**src/rtl/relay_clock_sequencer.sv**
```systemverilog
// ============================================================================
// Module      : relay_clock_sequencer
// Description : N-stage Johnson relay ring stepped every DWELL clocks, with
//               run/stop, single-cycle stepping, power gating and cycle count.
// Revision    : 1.0 - initial release
// ============================================================================
`default_nettype none

module relay_clock_sequencer #(
    parameter int NUM_PHASES = 4,
    parameter int DWELL      = 10,
    parameter int CNT_WIDTH  = 16
) (
    input  logic                  clock,
    input  logic                  reset,
    input  logic                  power,
    input  logic                  run_stop,
    input  logic                  single_step,
    output logic [NUM_PHASES-1:0] relays,
    output logic                  relay_clock,
    output logic                  running,
    output logic                  cycle_done,
    output logic [CNT_WIDTH-1:0]  cycle_count
);

    localparam int                 DWELL_W      = (DWELL > 1) ? $clog2(DWELL) : 1;
    localparam logic [DWELL_W-1:0] C_DWELL_LAST = DWELL_W'(DWELL - 1);

    typedef enum logic [2:0] {
        S_OFF     = 3'd0,
        S_IDLE    = 3'd1,
        S_RUN     = 3'd2,
        S_STEP    = 3'd3,
        S_HALTING = 3'd4
    } state_t;

    state_t                  r_state_q,       w_state_d;
    logic [NUM_PHASES-1:0]   r_relays_q,      w_relays_d;
    logic [DWELL_W-1:0]      r_dwell_q,       w_dwell_d;
    logic                    r_step_q;
    logic                    r_cycle_done_q,  w_cycle_done_d;
    logic [CNT_WIDTH-1:0]    r_cycle_count_q, w_cycle_count_d;

    logic                    w_active;
    logic                    w_tick;
    logic                    w_wrap;
    logic                    w_step_edge;
    logic [NUM_PHASES-1:0]   w_ring_next;

    always_ff @(posedge clock or posedge reset) begin
        if (reset) begin
            r_state_q       <= S_OFF;
            r_relays_q      <= '0;
            r_dwell_q       <= '0;
            r_step_q        <= 1'b0;
            r_cycle_done_q  <= 1'b0;
            r_cycle_count_q <= '0;
        end else begin
            r_state_q       <= w_state_d;
            r_relays_q      <= w_relays_d;
            r_dwell_q       <= w_dwell_d;
            r_step_q        <= single_step;
            r_cycle_done_q  <= w_cycle_done_d;
            r_cycle_count_q <= w_cycle_count_d;
        end
    end

    always_comb begin
        w_active    = (r_state_q == S_RUN) || (r_state_q == S_STEP) ||
                      (r_state_q == S_HALTING);
        w_tick      = w_active && (r_dwell_q == C_DWELL_LAST);
        w_ring_next = {r_relays_q[NUM_PHASES-2:0], ~r_relays_q[NUM_PHASES-1]};
        w_wrap      = w_tick && (w_ring_next == '0);
        w_step_edge = single_step & ~r_step_q;

        w_state_d       = r_state_q;
        w_relays_d      = r_relays_q;
        w_dwell_d       = '0;
        w_cycle_done_d  = 1'b0;
        w_cycle_count_d = r_cycle_count_q;

        if (w_active) begin
            w_dwell_d = w_tick ? '0 : r_dwell_q + DWELL_W'(1);
            if (w_tick) begin
                w_relays_d = w_ring_next;
            end
            if (w_wrap) begin
                w_cycle_done_d  = 1'b1;
                w_cycle_count_d = r_cycle_count_q + CNT_WIDTH'(1);
            end
        end

        case (r_state_q)
            S_OFF: begin
                if (power) begin
                    w_state_d = S_IDLE;
                end
            end
            S_IDLE: begin
                if (run_stop) begin
                    w_state_d = S_RUN;
                end else if (w_step_edge) begin
                    w_state_d = S_STEP;
                end
            end
            S_RUN: begin
                if (!run_stop) begin
                    // Already sitting at the boundary: stop without another step
                    if ((r_relays_q == '0) && (r_dwell_q == '0)) begin
                        w_state_d       = S_IDLE;
                        w_relays_d      = r_relays_q;
                        w_dwell_d       = '0;
                        w_cycle_done_d  = 1'b0;
                        w_cycle_count_d = r_cycle_count_q;
                    end else begin
                        w_state_d = S_HALTING;
                    end
                end
            end
            S_STEP: begin
                if (w_wrap) begin
                    w_state_d = S_IDLE;
                end
            end
            S_HALTING: begin
                if (run_stop) begin
                    w_state_d = S_RUN;
                end else if (w_wrap) begin
                    w_state_d = S_IDLE;
                end
            end
            default: begin
                w_state_d = S_OFF;
            end
        endcase

        // Power loss overrides everything, including a cycle completing this clock
        if (!power) begin
            w_state_d       = S_OFF;
            w_relays_d      = '0;
            w_dwell_d       = '0;
            w_cycle_done_d  = 1'b0;
            w_cycle_count_d = r_cycle_count_q;
        end
    end

    assign relays      = r_relays_q;
    assign relay_clock = r_relays_q[NUM_PHASES-2] & ~r_relays_q[NUM_PHASES-1];
    assign running     = (r_state_q == S_RUN) || (r_state_q == S_STEP) ||
                         (r_state_q == S_HALTING);
    assign cycle_done  = r_cycle_done_q;
    assign cycle_count = r_cycle_count_q;

endmodule

`default_nettype wire

```
**config.mk**
```make
export PLATFORM = sky130hd
export DESIGN_NAME = relay_clock_sequencer
export DESIGN_NICKNAME = d
export VERILOG_FILES = /design/src/rtl/relay_clock_sequencer.sv
export SDC_FILE = /design/constraint.sdc
export NUM_CORES = 1
export LEC_CHECK = 0
export CAP_MARGIN = 30
export CORE_AREA = 5 5 72 68
export DETAILED_ROUTE_END_ITERATION = 7
export DIE_AREA = 0 0 77 73
export PLACE_DENSITY = 0.65
export SYNTH_ARGS = -nofsm -noshare
export SYNTH_HDL_FRONTEND = slang
export SYNTH_SLANG_ARGS = --single-unit
```
**constraint.sdc**
```tcl
create_clock -name clock -period 1.85 [get_ports clock]
set_input_delay 0.37 -clock clock [delete_from_list [all_inputs] [get_ports clock]]
set_output_delay 0.37 -clock clock [all_outputs]
set_load 0.02 [all_outputs]
```
==> flow_metrics.env <==
export IMPL_die_area_um2=5621
export IMPL_synth_cell_types=39
export IMPL_synth_edf_count=0
export IMPL_met3_usage_pct=4.815
export IMPL_firstDrtPassIters=5
export IMPL_crit_path_cell_trace="clkdlybuf4s50_1"
export IMPL_dp_final_hpwl_um=2568
export IMPL_wirelength_um=3397
export IMPL_antenna_cells=0
export IMPL_critPathBufInv=1
export IMPL_ys_seq_elements=29
export IMPL_clkLatencyLatePin_ps=280
export IMPL_wire_per_inst_um=14.27
export IMPL_port_buffers=27
export IMPL_powerDensity_nw_per_um2=614.1
export IMPL_relSlewSlack_pct=70.51
export IMPL_finalCriticalPeriod_ps=1766
export IMPL_placed_cell_area_um2=1934
export IMPL_grt_use_met1_pct=15.90
export IMPL_dieHeight_um=73
export IMPL_cts_tree="yes"
export IMPL_whs_ps=456.8
export IMPL_synth_ff_type="dfrtp_1"
export IMPL_crit_arrival_ps=1400
export IMPL_grt_first_pass_wirelength_um=6037
export IMPL_rsz0062_at_grt="false"
export IMPL_async_flop_share_pct=100.0
export IMPL_rows=23
export IMPL_yosys_warnings=0
export IMPL_endpoint_kind="primary output"
export IMPL_busiest_layer="met2"
export IMPL_fmax_mhz=566.3
export IMPL_io_pins=28
export IMPL_tns_ps=0
export IMPL_path_class="flop to primary output"
export IMPL_finalSetupViolations=0
export IMPL_areaGrowthSynthToFinish_pct=30.78
export IMPL_drt_iter0_drc=49
export IMPL_synth_area_um2=1549
export IMPL_timing_rr_start="r_dwell_q[1]"
export IMPL_start_util_pct=37.12
export IMPL_hold_buffers=0
export IMPL_nNetsFinal=196
export IMPL_fin_area_um2=2026
export IMPL_startpoint_type="flop"
export IMPL_cts_buffers=5
export IMPL_fp_coreArea_um2=4173
export IMPL_skew_ps=4.216
export IMPL_dp_cells=229
export IMPL_drive_gt1_share_pct=14.89
export IMPL_viasPerCell=5.046
export IMPL_syn_num_nets=155
export IMPL_slew_viol_final=0
export IMPL_hold_viol_final=0
export IMPL_root_buffer="clkbuf_8"
export IMPL_clock_path_buffers=2
export IMPL_fin_cells=238
export IMPL_seq_area_frac_synth_pct=46.85
export IMPL_maxCapViolCount=0
export IMPL_htree_levels=2
export IMPL_routabilityCongestion=0.7528
export IMPL_antenna_found_initial=0
export IMPL_cp_max_fo=6
export IMPL_ir_drop_uv=338.0
export IMPL_timing_final_crit_share_pct=95.46
export IMPL_synthCells=146
export IMPL_grt_max_degree=30
export IMPL_post_route_drc_count=0
export IMPL_hp_class="input port to async pin"
export IMPL_die_w_um=77
export IMPL_status="finished, final reports clean"
export IMPL_vias=1201
export IMPL_startpoint="relays[3]"
export IMPL_overflow=0
export IMPL_cts_clk_slew_worst_paths_ps=60
export IMPL_required_ps=1480
export IMPL_crit_family="buffers and inverters"
export IMPL_p_leak_nw=0.8892
export IMPL_worst_pin_slew_ps=436.8
export IMPL_utilization_pct=48.55
export IMPL_synth_avg_cell_area_um2=10.61
export IMPL_final_fill_count=378
export IMPL_grt_use_met2_pct=22.71
export IMPL_cp_slowest_cell="clkdlybuf4s50_1"
export IMPL_grt_pass1_vias=1268
export IMPL_cts_sinks=29
export IMPL_drtAntennaViolNets=0
export IMPL_grt_use_total_pct=13.50
export IMPL_crit_path_max_incr_delay_ps=650
==> area by class of cell <==
cell class / count / area [um^2] / area share [%]
clock buffers: 6 / 72.57 / 3.582
clock inverters: 2 / 10.01 / 0.4941
inverters: 8 / 32.53 / 1.606
multi-input cells: 106 / 783.3 / 38.67
flip-flops and latches: 29 / 725.7 / 35.82
well taps: 50 / 62.56 / 3.088
repair buffers: 37 / 339.1 / 16.74
==> layer usage <==
layer | share of wire (%) | vias up
li1 | - | 592
met1 | 45 | 577
met2 | 49 | 26
met3 | 5.2 | 6
met4 | 1.4 | 0
met5 | 0 | -
==> through the flow <==
stage / setup slack (ps) / power, mW
floorplan: 188.2 / 0.7144
global placement: 64.40 / 0.7553
detailed placement: -8.857 / 0.7595
CTS: 24.34 / 1.264
global route: 12.94 / 1.305
finish: 84.03 / 1.244
==> state kept, by name, summed over array words and instances, names as in the netlist <==
| register | count |
|---|---|
| cycle_count | 16 |
| cycle_done | 1 |
| r_dwell_q | 4 |
| r_state_q | 3 |
| r_step_q | 1 |
| relays | 4 |
==> cells in the mapped netlist, types with 2 or more instances <==
cell,instances,area share (%)
xor2_1,7,4.0
nand2_1,13,3.2
nor3_1,5,1.6
ha_1,4,3.2
dfrtp_1,29,47
nor2b_1,5,2.0
and4_1,2,1.1
nor4_1,3,1.2
a21oi_1,3,0.97
xnor2_1,8,4.5
nand3_1,5,1.6
nand4_1,7,2.8
inv_1,7,1.7
and2_1,4,1.6
nand2b_1,2,0.81
buf_2,2,0.65
nor4b_1,3,1.7
mux2i_1,5,3.2
nor2_1,8,1.9
nor3b_1,2,0.97
and3_1,4,1.6
==> power breakdown <==
group	internal (mW)	leakage, nW	switching, mW
Combinational	0.0417	0.444	0.0582
Clock	0.260	0.0450	0.238
Sequential	0.641	0.401	0.00457
Total	0.943	0.889	0.301
==> cells in the final DEF (no fill, tap or decap), types with 5 or more instances in the layout <==
| cell | synthesis | layout |
|---|---|---|
| buf_4 | 0 | 10 |
| nor2b_1 | 5 | 5 |
| nand3_1 | 5 | 5 |
| xor2_1 | 7 | 7 |
| nand2_1 | 13 | 13 |
| inv_1 | 7 | 7 |
| mux2i_1 | 5 | 5 |
| clkbuf_8 | 0 | 5 |
| nor3_1 | 5 | 5 |
| nor2_1 | 8 | 8 |
| clkdlybuf4s50_1 | 0 | 25 |
| nand4_1 | 7 | 7 |
| xnor2_1 | 8 | 8 |
| dfrtp_1 | 29 | 29 |
==> kinds of logic after synthesis <==
| logic type | synth area share (%) |
|---|---|
| buf+inv | 3.070 |
| compound gates | 7.997 |
| mux | 3.231 |
| xor+xnor | 8.482 |
| simple gates | 27.14 |
| fa+ha+maj | 3.231 |
| flops | 46.85 |
==> worst reg2reg max path, cell delays in order (launching register included) <==
cell and delay, ps:
dfrtp_1 400, inv_1 90, ha_1 200, and3b_2 300, o2111ai_4 220, inv_4 170
nand4_1 120, xnor2_1 140
==> repair_timing <==
| action | 4_1_cts | 5_1_grt |
|---|---|---|
| buffers inserted | 0 | 1 |
| setup endpoints to repair | 5 | 6 |
| gates resized for setup | 4 | 2 |
| cloned | 0 | 0 |
==> final timing paths <==
path / slack [ps] / cells past startpoint / endpoint
setup / recovery: 80 / 1 / relays[3]
hold / removal: 460 / 3 / relays[2]
setup reg to reg: 100 / 7 / cycle_count[4]
hold reg to reg: 490 / 1 / cycle_count[12]
max in group asynchronous: 1130 / 3 / r_dwell_q[3]
min in group clock: 490 / 1 / cycle_count[12]
Note: power is estimated with default switching activity, not from simulation.
